==> config.mk <==
export PLATFORM = sky130hd
export DESIGN_NAME = fetch_stage
export DESIGN_NICKNAME = d
export VERILOG_FILES = /design/src/rtl/fetch_stage.sv
export SDC_FILE = /design/constraint.sdc
export NUM_CORES = 1
export LEC_CHECK = 0
export BUFFER_PORTS_ARGS = -buffer_cell sky130_fd_sc_hd__clkbuf_2
export CAP_MARGIN = 20
export CORE_AREA = 2 2 187 189
export DETAILED_ROUTE_END_ITERATION = 8
export DIE_AREA = 0 0 189 191
export HOLD_SLACK_MARGIN = 0.15
export PLACE_DENSITY = 0.55
export SETUP_SLACK_MARGIN = 0.3
export SYNTH_ARGS = -nofsm -noshare
export SYNTH_HDL_FRONTEND = slang
export SYNTH_SLANG_ARGS = --single-unit
==> constraint.sdc <==
create_clock -name clock -period 2.5 [get_ports clock]
set_input_delay 0.625 -clock clock [delete_from_list [all_inputs] [get_ports clock]]
set_output_delay 0.625 -clock clock [all_outputs]
set_load 0.03 [all_outputs]
==> src/rtl/fetch_stage.sv <==
// fetch_stage: MIPS instruction-fetch front end with one outstanding imem request and a 1-entry hold buffer.
// Optional feature macro PERF_COUNTER_EN adds the perf_fetched/perf_dropped wrapping counters.
module fetch_stage #(
  parameter logic [31:0] PC_RESET = 32'h0000_3000
) (
  input  logic        clock,
  input  logic        reset,
  output logic        imem_req_valid,
  output logic [31:0] imem_req_addr,
  input  logic        imem_req_ready,
  input  logic        imem_resp_valid,
  input  logic [31:0] imem_resp_data,
  input  logic        redirect_valid,
  input  logic [31:0] redirect_pc,
  input  logic        halt,
  output logic        id_valid,
  input  logic        id_ready,
  output logic [31:0] id_instr,
  output logic [31:0] id_pc,
  output logic [31:0] id_pc4,
  output logic        halted
`ifdef PERF_COUNTER_EN
  ,
  output logic [31:0] perf_fetched,
  output logic [31:0] perf_dropped
`endif
);

  localparam logic [1:0] ST_REQ  = 2'd0;
  localparam logic [1:0] ST_WAIT = 2'd1;
  localparam logic [1:0] ST_HOLD = 2'd2;
  localparam logic [1:0] ST_HALT = 2'd3;

  logic [1:0]  r_state;
  logic [31:0] r_pc;
  logic        r_drop;
  logic        r_halted;
  logic        r_idValid;
  logic [31:0] r_idInstr;
  logic [31:0] r_idPc;
  logic [31:0] r_idPc4;
  logic [31:0] r_bufInstr;
  logic [31:0] r_bufPc;
  logic [31:0] r_bufPc4;

  logic [1:0]  w_stateNext;
  logic [31:0] w_pcNext;
  logic        w_dropNext;
  logic        w_haltedNext;
  logic        w_loadResp;
  logic        w_loadBuf;
  logic        w_fillBuf;
  logic        w_discard;
  logic        w_flush;
  logic        w_handoff;
  logic        w_reqFire;
  logic        w_outFree;
  logic        w_inWait;
  logic        w_inHold;
  logic [31:0] w_pcPlus4;
  logic [31:0] w_redirectPc;

  assign w_inWait     = (r_state == ST_WAIT);
  assign w_inHold     = (r_state == ST_HOLD);
  assign w_flush      = (halt || redirect_valid) && (r_state != ST_HALT);
  assign w_handoff    = r_idValid && id_ready;
  assign w_outFree    = !r_idValid || id_ready;
  assign w_pcPlus4    = r_pc + 32'd4;
  assign w_redirectPc = redirect_pc & 32'hFFFF_FFFC;

  // A same-cycle flush must never launch a request, and nothing is requested during reset or after halt.
  assign imem_req_valid = reset && (r_state == ST_REQ) && !redirect_valid && !halt && !r_halted;
  assign imem_req_addr  = r_pc;
  assign w_reqFire      = imem_req_valid && imem_req_ready;

  assign id_valid = r_idValid;
  assign id_instr = r_idInstr;
  assign id_pc    = r_idPc;
  assign id_pc4   = r_idPc4;
  assign halted   = r_halted;

  always_comb begin
    w_stateNext  = r_state;
    w_pcNext     = r_pc;
    w_dropNext   = r_drop;
    w_haltedNext = r_halted;
    w_loadResp   = 1'b0;
    w_loadBuf    = 1'b0;
    w_fillBuf    = 1'b0;
    w_discard    = 1'b0;
    if (w_flush) begin
      if (halt) begin
        w_haltedNext = 1'b1;
      end else begin
        w_pcNext = w_redirectPc;
      end
      // An outstanding fetch must still be absorbed, so remember to drop it instead of leaving WAIT.
      if (w_inWait && !imem_resp_valid) begin
        w_dropNext  = 1'b1;
        w_stateNext = ST_WAIT;
      end else begin
        w_discard   = w_inWait;
        w_dropNext  = 1'b0;
        w_stateNext = (halt || r_halted) ? ST_HALT : ST_REQ;
      end
    end else begin
      case (r_state)
        ST_REQ: begin
          if (w_reqFire) begin
            w_stateNext = ST_WAIT;
          end
        end
        ST_WAIT: begin
          if (imem_resp_valid) begin
            if (r_drop) begin
              w_discard   = 1'b1;
              w_dropNext  = 1'b0;
              w_stateNext = r_halted ? ST_HALT : ST_REQ;
            end else begin
              w_pcNext = w_pcPlus4;
              if (w_outFree) begin
                w_loadResp  = 1'b1;
                w_stateNext = ST_REQ;
              end else begin
                w_fillBuf   = 1'b1;
                w_stateNext = ST_HOLD;
              end
            end
          end
        end
        ST_HOLD: begin
          if (id_ready) begin
            w_loadBuf   = 1'b1;
            w_stateNext = ST_REQ;
          end
        end
        default: begin
          w_stateNext = ST_HALT;
        end
      endcase
    end
  end

  always_ff @(posedge clock or negedge reset) begin
    if (!reset) begin
      r_state  <= ST_REQ;
      r_pc     <= PC_RESET;
      r_drop   <= 1'b0;
      r_halted <= 1'b0;
    end else begin
      r_state  <= w_stateNext;
      r_pc     <= w_pcNext;
      r_drop   <= w_dropNext;
      r_halted <= w_haltedNext;
    end
  end

  // Decode register: flush beats everything, then new data, then plain consumption.
  always_ff @(posedge clock or negedge reset) begin
    if (!reset) begin
      r_idValid <= 1'b0;
      r_idInstr <= 32'd0;
      r_idPc    <= 32'd0;
      r_idPc4   <= 32'd0;
    end else if (w_flush) begin
      r_idValid <= 1'b0;
    end else if (w_loadResp) begin
      r_idValid <= 1'b1;
      r_idInstr <= imem_resp_data;
      r_idPc    <= r_pc;
      r_idPc4   <= w_pcPlus4;
    end else if (w_loadBuf) begin
      r_idValid <= 1'b1;
      r_idInstr <= r_bufInstr;
      r_idPc    <= r_bufPc;
      r_idPc4   <= r_bufPc4;
    end else if (w_handoff) begin
      r_idValid <= 1'b0;
    end
  end

  // Buffer contents are only meaningful while in HOLD; leaving HOLD is what empties it.
  always_ff @(posedge clock or negedge reset) begin
    if (!reset) begin
      r_bufInstr <= 32'd0;
      r_bufPc    <= 32'd0;
      r_bufPc4   <= 32'd0;
    end else if (w_fillBuf) begin
      r_bufInstr <= imem_resp_data;
      r_bufPc    <= r_pc;
      r_bufPc4   <= w_pcPlus4;
    end
  end

`ifdef PERF_COUNTER_EN
  logic [1:0]  w_dropInc;
  logic [31:0] r_perfFetched;
  logic [31:0] r_perfDropped;

  assign w_dropInc = {1'b0, w_discard}
                   + {1'b0, w_flush && r_idValid && !id_ready}
                   + {1'b0, w_flush && w_inHold};

  always_ff @(posedge clock or negedge reset) begin
    if (!reset) begin
      r_perfFetched <= 32'd0;
      r_perfDropped <= 32'd0;
    end else begin
      r_perfFetched <= r_perfFetched + {31'd0, w_handoff};
      r_perfDropped <= r_perfDropped + {30'd0, w_dropInc};
    end
  end

  assign perf_fetched = r_perfFetched;
  assign perf_dropped = r_perfDropped;
`endif

endmodule
==> run metrics, run 1 <==
Initial DRC Count 535; drt via density 4.76; total core area 34100 µm²; die area 36100 µm²; CTS H-tree depth 1; commonest cells after routing, fill and taps aside nand2_1, dfrtp_1, clkbuf_2; Slew HR 26.0%; max-slew violation count 0; cell area power density 1250 nW/µm²; FMAX 422 MHz; EDFF count, synth 0; HP Class primary input to async pin; Worst path slowest cell dfrtp_2; Max IR drop VDD 0.000612 V; RSZ-0062 raised after global routing yes; vias in the first global route 8150; clk sinks 219; Worst R2R Start imem_req_addr[9]; grt peak-use layer met2; filler instances 3496; setup TNS 0 ps; Critical Path End Type primary output; pin count of the biggest net entering global routing 176; Max-cap violations 0; HPWL Detailed 19800 µm; Die Span Y 191 µm; total gr overflow 0; Starting Density 29.7%; Synth cell types 47; vias post-DR 8564; fin area 12600 µm²; GR Layer Usage met2 25.7%; Die Wd 189 µm; Routed Antenna Nets 0; register area share after synthesis 54.2%; Setup-failing EPs final 0; area post-placement 11700 µm²; status finished, final reports clean; asr flop ratio synth 100%; Ys Warns 0; clk root buf clkbuf_16; clock slew at reported path FFs 60 ps; Critical Path AT 1750 ps; R2R setup slack 480 ps; # IOs 202; minimum clock period 2370 ps; Area Overhead vs Synth 24.5%; crit-path cells or3_4 -> nor4b_4 -> clkbuf_8; Final #Nets 1400; met1 usage 23.4%; worst r2r path cells 6; WP data required 1880 ps; Least-Margin Pin Slew 1110 ps; top_reg_cell synth dfrtp_1; Post-Syn Instances 1155; fraction of layout cells with a size suffix above 1 23.7%; Worst Skew 11.4 ps; first-pass GRT wire length 47200 µm; initial antenna violation count 2; Port-buffer cells 193; clock buffer count from CTS 27; post-synthesis register bit count 219; static leakage 5.92 nW; worst-path maximum fanout 2; DRC violations left 0; Placer Congestion 0.849; CTS max path bufs 3; met3 usage 3.27%; placed cell count 1749; Syn Std Cell Area 10100 µm²; All-Layer GR Usage 16.6%; row count 68; critical path startpoint category register; Pre-antenna DRT Iters 5; Final Hold Slack 227 ps; post-layout instance count excluding filler cells 1801; Crit Path Category register to primary output; final clock period utilization by the worst path 94.9%; commonest non-fill, non-tap cell in the layout nand2_1; Reg-to-Reg End r_bufPc4[21]; post-synthesis area per instance 8.76 µm²; average wire per standard cell 16.8 µm; clk_lat worst skew 530 ps; Hold Violations, Final 0; DRT Wirelength 30200 µm; largest stage delay on the critical path 410 ps; clock tree from TritonCTS done
## per-layer routing
metal  wire length, µm  vias up  share of wire (%)
met1             14200     4127                 47
met2             13600      226                 45
met3              1750       38                5.8
met5                12        -              0.040
li1                  -     4171                  -
met4               624        2                2.1
## worst max-delay path, delay by kind of cell, from the launching register on
| kind | cells | cell delay, ps |
|---|---|---|
| buf+inv | 1 | 210 |
| flops | 1 | 410 |
| simple gates | 2 | 600 |
## flip-flops by register name, indices dropped and copies added, names as in the netlist
| register | flops |
|---|---|
| r_bufPc | 30 |
| imem_req_addr | 30 |
| halted | 1 |
| r_drop | 1 |
| r_bufInstr | 32 |
| id_valid | 1 |
| id_pc | 30 |
| id_instr | 32 |
| r_bufPc4 | 30 |
| id_pc4 | 30 |
| r_state | 2 |
## area by class of cell
| cell class | instances | area [µm²] | area share (%) |
|---|---|---|---|
| multi-input cells | 839 | 4250 | 33.7 |
| well taps | 455 | 569 | 4.52 |
| repair buffers | 237 | 1480 | 11.7 |
| clock inverters | 9 | 50.0 | 0.397 |
| diodes | 1 | 2.50 | 0.0199 |
| inverters | 4 | 15.0 | 0.119 |
| flip-flops and latches | 219 | 5490 | 43.5 |
| clock buffers | 37 | 753 | 5.98 |
## where the power goes
| part | switching [W] | leakage, nW | internal (W) |
|---|---|---|---|
| Combinational | 0.00447 | 2.73 | 0.00204 |
| Clock | 0.00150 | 0.396 | 0.00209 |
| Sequential | 0.000974 | 2.79 | 0.00472 |
| Total | 0.00694 | 5.92 | 0.00885 |
## repair_timing
| action | 4_1_cts | 5_1_grt |
|---|---|---|
| setup buffers | 2 | 0 |
| endpoints found under the hold margin | 20 | 0 |
| resized for setup | 4 | 3 |
| pin swaps | 2 | 0 |
| hold buffers | 2 | 0 |
| gates cloned | 0 | 0 |
| setup endpoints to repair | 1 | 5 |
## stage by stage
step           total power [W]  setup slack (ps)  util, %
4_1_cts                 0.0160               102     36.8
3_5_place_dp            0.0123               171     34.3
2_1_floorplan          0.00997              98.1        -
3_3_place_gp            0.0122               192     34.3
6_report                0.0158               128     36.9
5_1_grt                 0.0168              92.0     36.9
## worst max-delay path by stage
stage / start / to / slack, ps / depth (start not counted)
3_3_place_gp: halt / imem_req_valid / 190 / 4
6_report: r_state[0] / imem_req_valid / 130 / 3
2_1_floorplan: halt / imem_req_valid / 100 / 4
4_1_cts: r_state[0] / imem_req_valid / 100 / 3
5_1_grt: r_state[0] / imem_req_valid / 90 / 3
3_5_place_dp: halt / imem_req_valid / 170 / 4
## logic make-up (layout without fill, tap and decap cells)
kind of cell,after synthesis,in the layout,synth area share [%]
DFF,219,219,54.2
AOI/OAI and AO/OA,224,224,13.1
xor gates and xnor gates,28,28,2.42
adders and majority gates,1,1,0.124
muxes,25,25,2.73
other,1,7,0.0371
buffers and inverters,102,287,4.79
and+or+nand+nor,555,555,22.6
## Yosys cell counts, types with 2 or more instances
library cell	count	area, µm²
o21ai_1	15	75.1
a21oi_1	50	250
inv_1	4	15.0
mux2_2	21	236
nor4_4	3	63.8
and4_1	2	17.5
buf_2	36	180
buf_6	3	33.8
nor3_1	5	25.0
nand2_1	410	1540
a31oi_1	66	413
nor2_1	95	357
mux2i_1	4	40.0
o22a_1	3	26.3
and3_1	3	18.8
nand4_1	7	43.8
o21ai_0	46	230
nand3_1	17	85.1
xnor2_1	4	35.0
a2bb2oi_1	15	131
a211oi_1	2	15.0
dfrtp_1	217	5430
o22ai_1	17	106
dfstp_2	2	52.6
xor2_1	24	210
buf_4	9	67.6
o21a_1	2	15.0
a21o_1	5	37.5
clkbuf_1	50	188
Note: power is estimated with default switching activity, not from simulation.
==> run 2: changes to the inputs <==
--- a/config.mk
+++ b/config.mk
@@ -16,3 +16,4 @@
 export SYNTH_ARGS = -nofsm -noshare
 export SYNTH_HDL_FRONTEND = slang
 export SYNTH_SLANG_ARGS = --single-unit
+export TNS_END_PERCENT = 10
==> constraint.sdc (replaced) <==
create_clock -name clock -period 2.35 [get_ports clock]
set_input_delay 0.5875 -clock clock [delete_from_list [all_inputs] [get_ports clock]]
set_output_delay 0.5875 -clock clock [all_outputs]
set_load 0.03 [all_outputs]
==> run 2 against run 1 <==
  * The flow now finishes with violations (negative setup slack)
  * Design area rose by 2.7%
  * Flip-flop and latch count unchanged
  * Clock power rose by 24%
  * Sequential power up 4.9%
  * Core utilization is 1.0 points higher
  * Clock-buffer cell count decreased by 3
==> run metrics, run 2 (synthesis results as in run 1) <==
status finished, violations left; failing checks negative setup slack; Max-cap violations 0; Initial DRC Count 539; area post-placement 11900 µm²; Worst Skew 11.3 ps; # IOs 202; vias in the first global route 8101; filler instances 3491; Routed Antenna Nets 0; HP Class primary input to async pin; WP data required 1760 ps; pin count of the biggest net entering global routing 130; die area 36100 µm²; commonest non-fill, non-tap cell in the layout nand2_1; minimum clock period 2380 ps; average wire per standard cell 16.5 µm; initial antenna violation count 1; wire length on met1 14700 µm; Critical Path AT 1800 ps; clock buffer count from CTS 26; met2 wire len 13300 µm; Reg-to-Reg End r_bufPc4[18]; post-layout instance count excluding filler cells 1816; final clock period utilization by the worst path 101%; first-pass GRT wire length 46900 µm; Setup-failing EPs final 1; All-Layer GR Usage 16.4%; Worst R2R Start imem_req_addr[3]; vias post-DR 8622; CP startpoint r_state[0]; Final #Nets 1412; Max IR drop VDD 0.000617 V; clk sinks 219; static leakage 6.07 nW; worst-path maximum fanout 3; Starting Density 29.7%; commonest cells after routing, fill and taps aside nand2_1, dfrtp_1, clkbuf_2; Met3 Wirelength 1450 µm; FMAX 419 MHz; clock tree from TritonCTS done; DRC violations left 0; cell area power density 1360 nW/µm²; HPWL Detailed 20000 µm; total gr overflow 0; row count 68; Hold Violations, Final 0; DP Worst Slack 41.6 ps; setup TNS -34.1 ps; total core area 34100 µm²; drt via density 4.75; Slew HR 38.7%; Area Overhead vs Synth 27.9%; worst r2r path cells 6; Critical Path End Type primary output; fin area 12900 µm²; Placer Congestion 0.805; Pre-antenna DRT Iters 5; max-slew violation count 0; CTS max path bufs 3; Crit Path Category register to primary output; clock slew at reported path FFs 60 ps; Worst Slack Setup Final -34.1 ps; Finished Core Util 37.9%; Port-buffer cells 193; crit path to imem_req_valid; Top Layer Used met4; R2R setup slack 430 ps; DRT Wirelength 30000 µm; placed cell count 1764; RSZ-0062 raised after global routing yes; Die Span Y 191 µm; critical path startpoint category register; fraction of layout cells with a size suffix above 1 25.4%; Die Wd 189 µm; Least-Margin Pin Slew 919 ps; clk root buf clkbuf_16; clk_lat worst skew 530 ps; CTS H-tree depth 1
==> run 2: stage by stage <==
step	hold slack (ps)	power [W]
floorplan	292	0.0106
global placement	457	0.0131
detailed placement	462	0.0132
CTS	216	0.0177
global route	232	0.0187
finish	113	0.0176
==> run 2: layer usage <==
| metal | vias to the layer above | GRT usage [%] |
|---|---|---|
| li1 | 4194 | - |
| met1 | 4187 | 24.5 |
| met2 | 210 | 24.8 |
| met3 | 31 | 2.50 |
| met4 | 0 | 3.73 |
| met5 | - | 0 |
==> run 2: area by class of cell <==
cell class / count / area (µm²) / area share, %
Multi-Input combinational cell: 839 / 4310 / 33.3
Clock inverter: 14 / 208 / 1.61
Timing Repair Buffer: 250 / 1610 / 12.5
Antenna cell: 1 / 2.50 / 0.0193
Sequential cell: 219 / 5490 / 42.4
Clock buffer: 34 / 732 / 5.66
Tap cell: 455 / 569 / 4.40
Inverter: 4 / 15.0 / 0.116
==> run 2: where the power goes <==
part           internal, W  total [W]  switching (W)  leakage, nW
registers          0.00503    0.00598       0.000949         2.78
clock network      0.00275    0.00445        0.00170        0.459
logic              0.00233    0.00717        0.00485         2.83
==> run 2: worst max-delay path: stages, from the launching register on <==
cell,delay [ps]
dfrtp_1,380
or3_4,390
nor4b_4,270
clkbuf_8,220
==> run 2: worst min-delay path by stage <==
| stage | from | to | depth (start not counted) |
|---|---|---|---|
| after floorplan | reset | halted | 0 |
| after global placement | r_bufPc4[19] | r_bufPc4[19] | 2 |
| after detailed placement | r_bufPc4[3] | r_bufPc4[3] | 2 |
| after CTS | reset | r_bufPc4[22] | 2 |
| after global routing | reset | id_pc[10] | 2 |
| final | reset | id_pc[10] | 2 |
==> run 2: repair_timing <==
action                                  in CTS  in global routing
gates resized for setup                      4                 15
gates cloned                                 0                  0
endpoints found under the setup margin       2                 70
hold buffers                                 1                  0
buffers inserted                             0                  2
hold endpoints to repair                    37                  0
pin swaps                                    2                  3
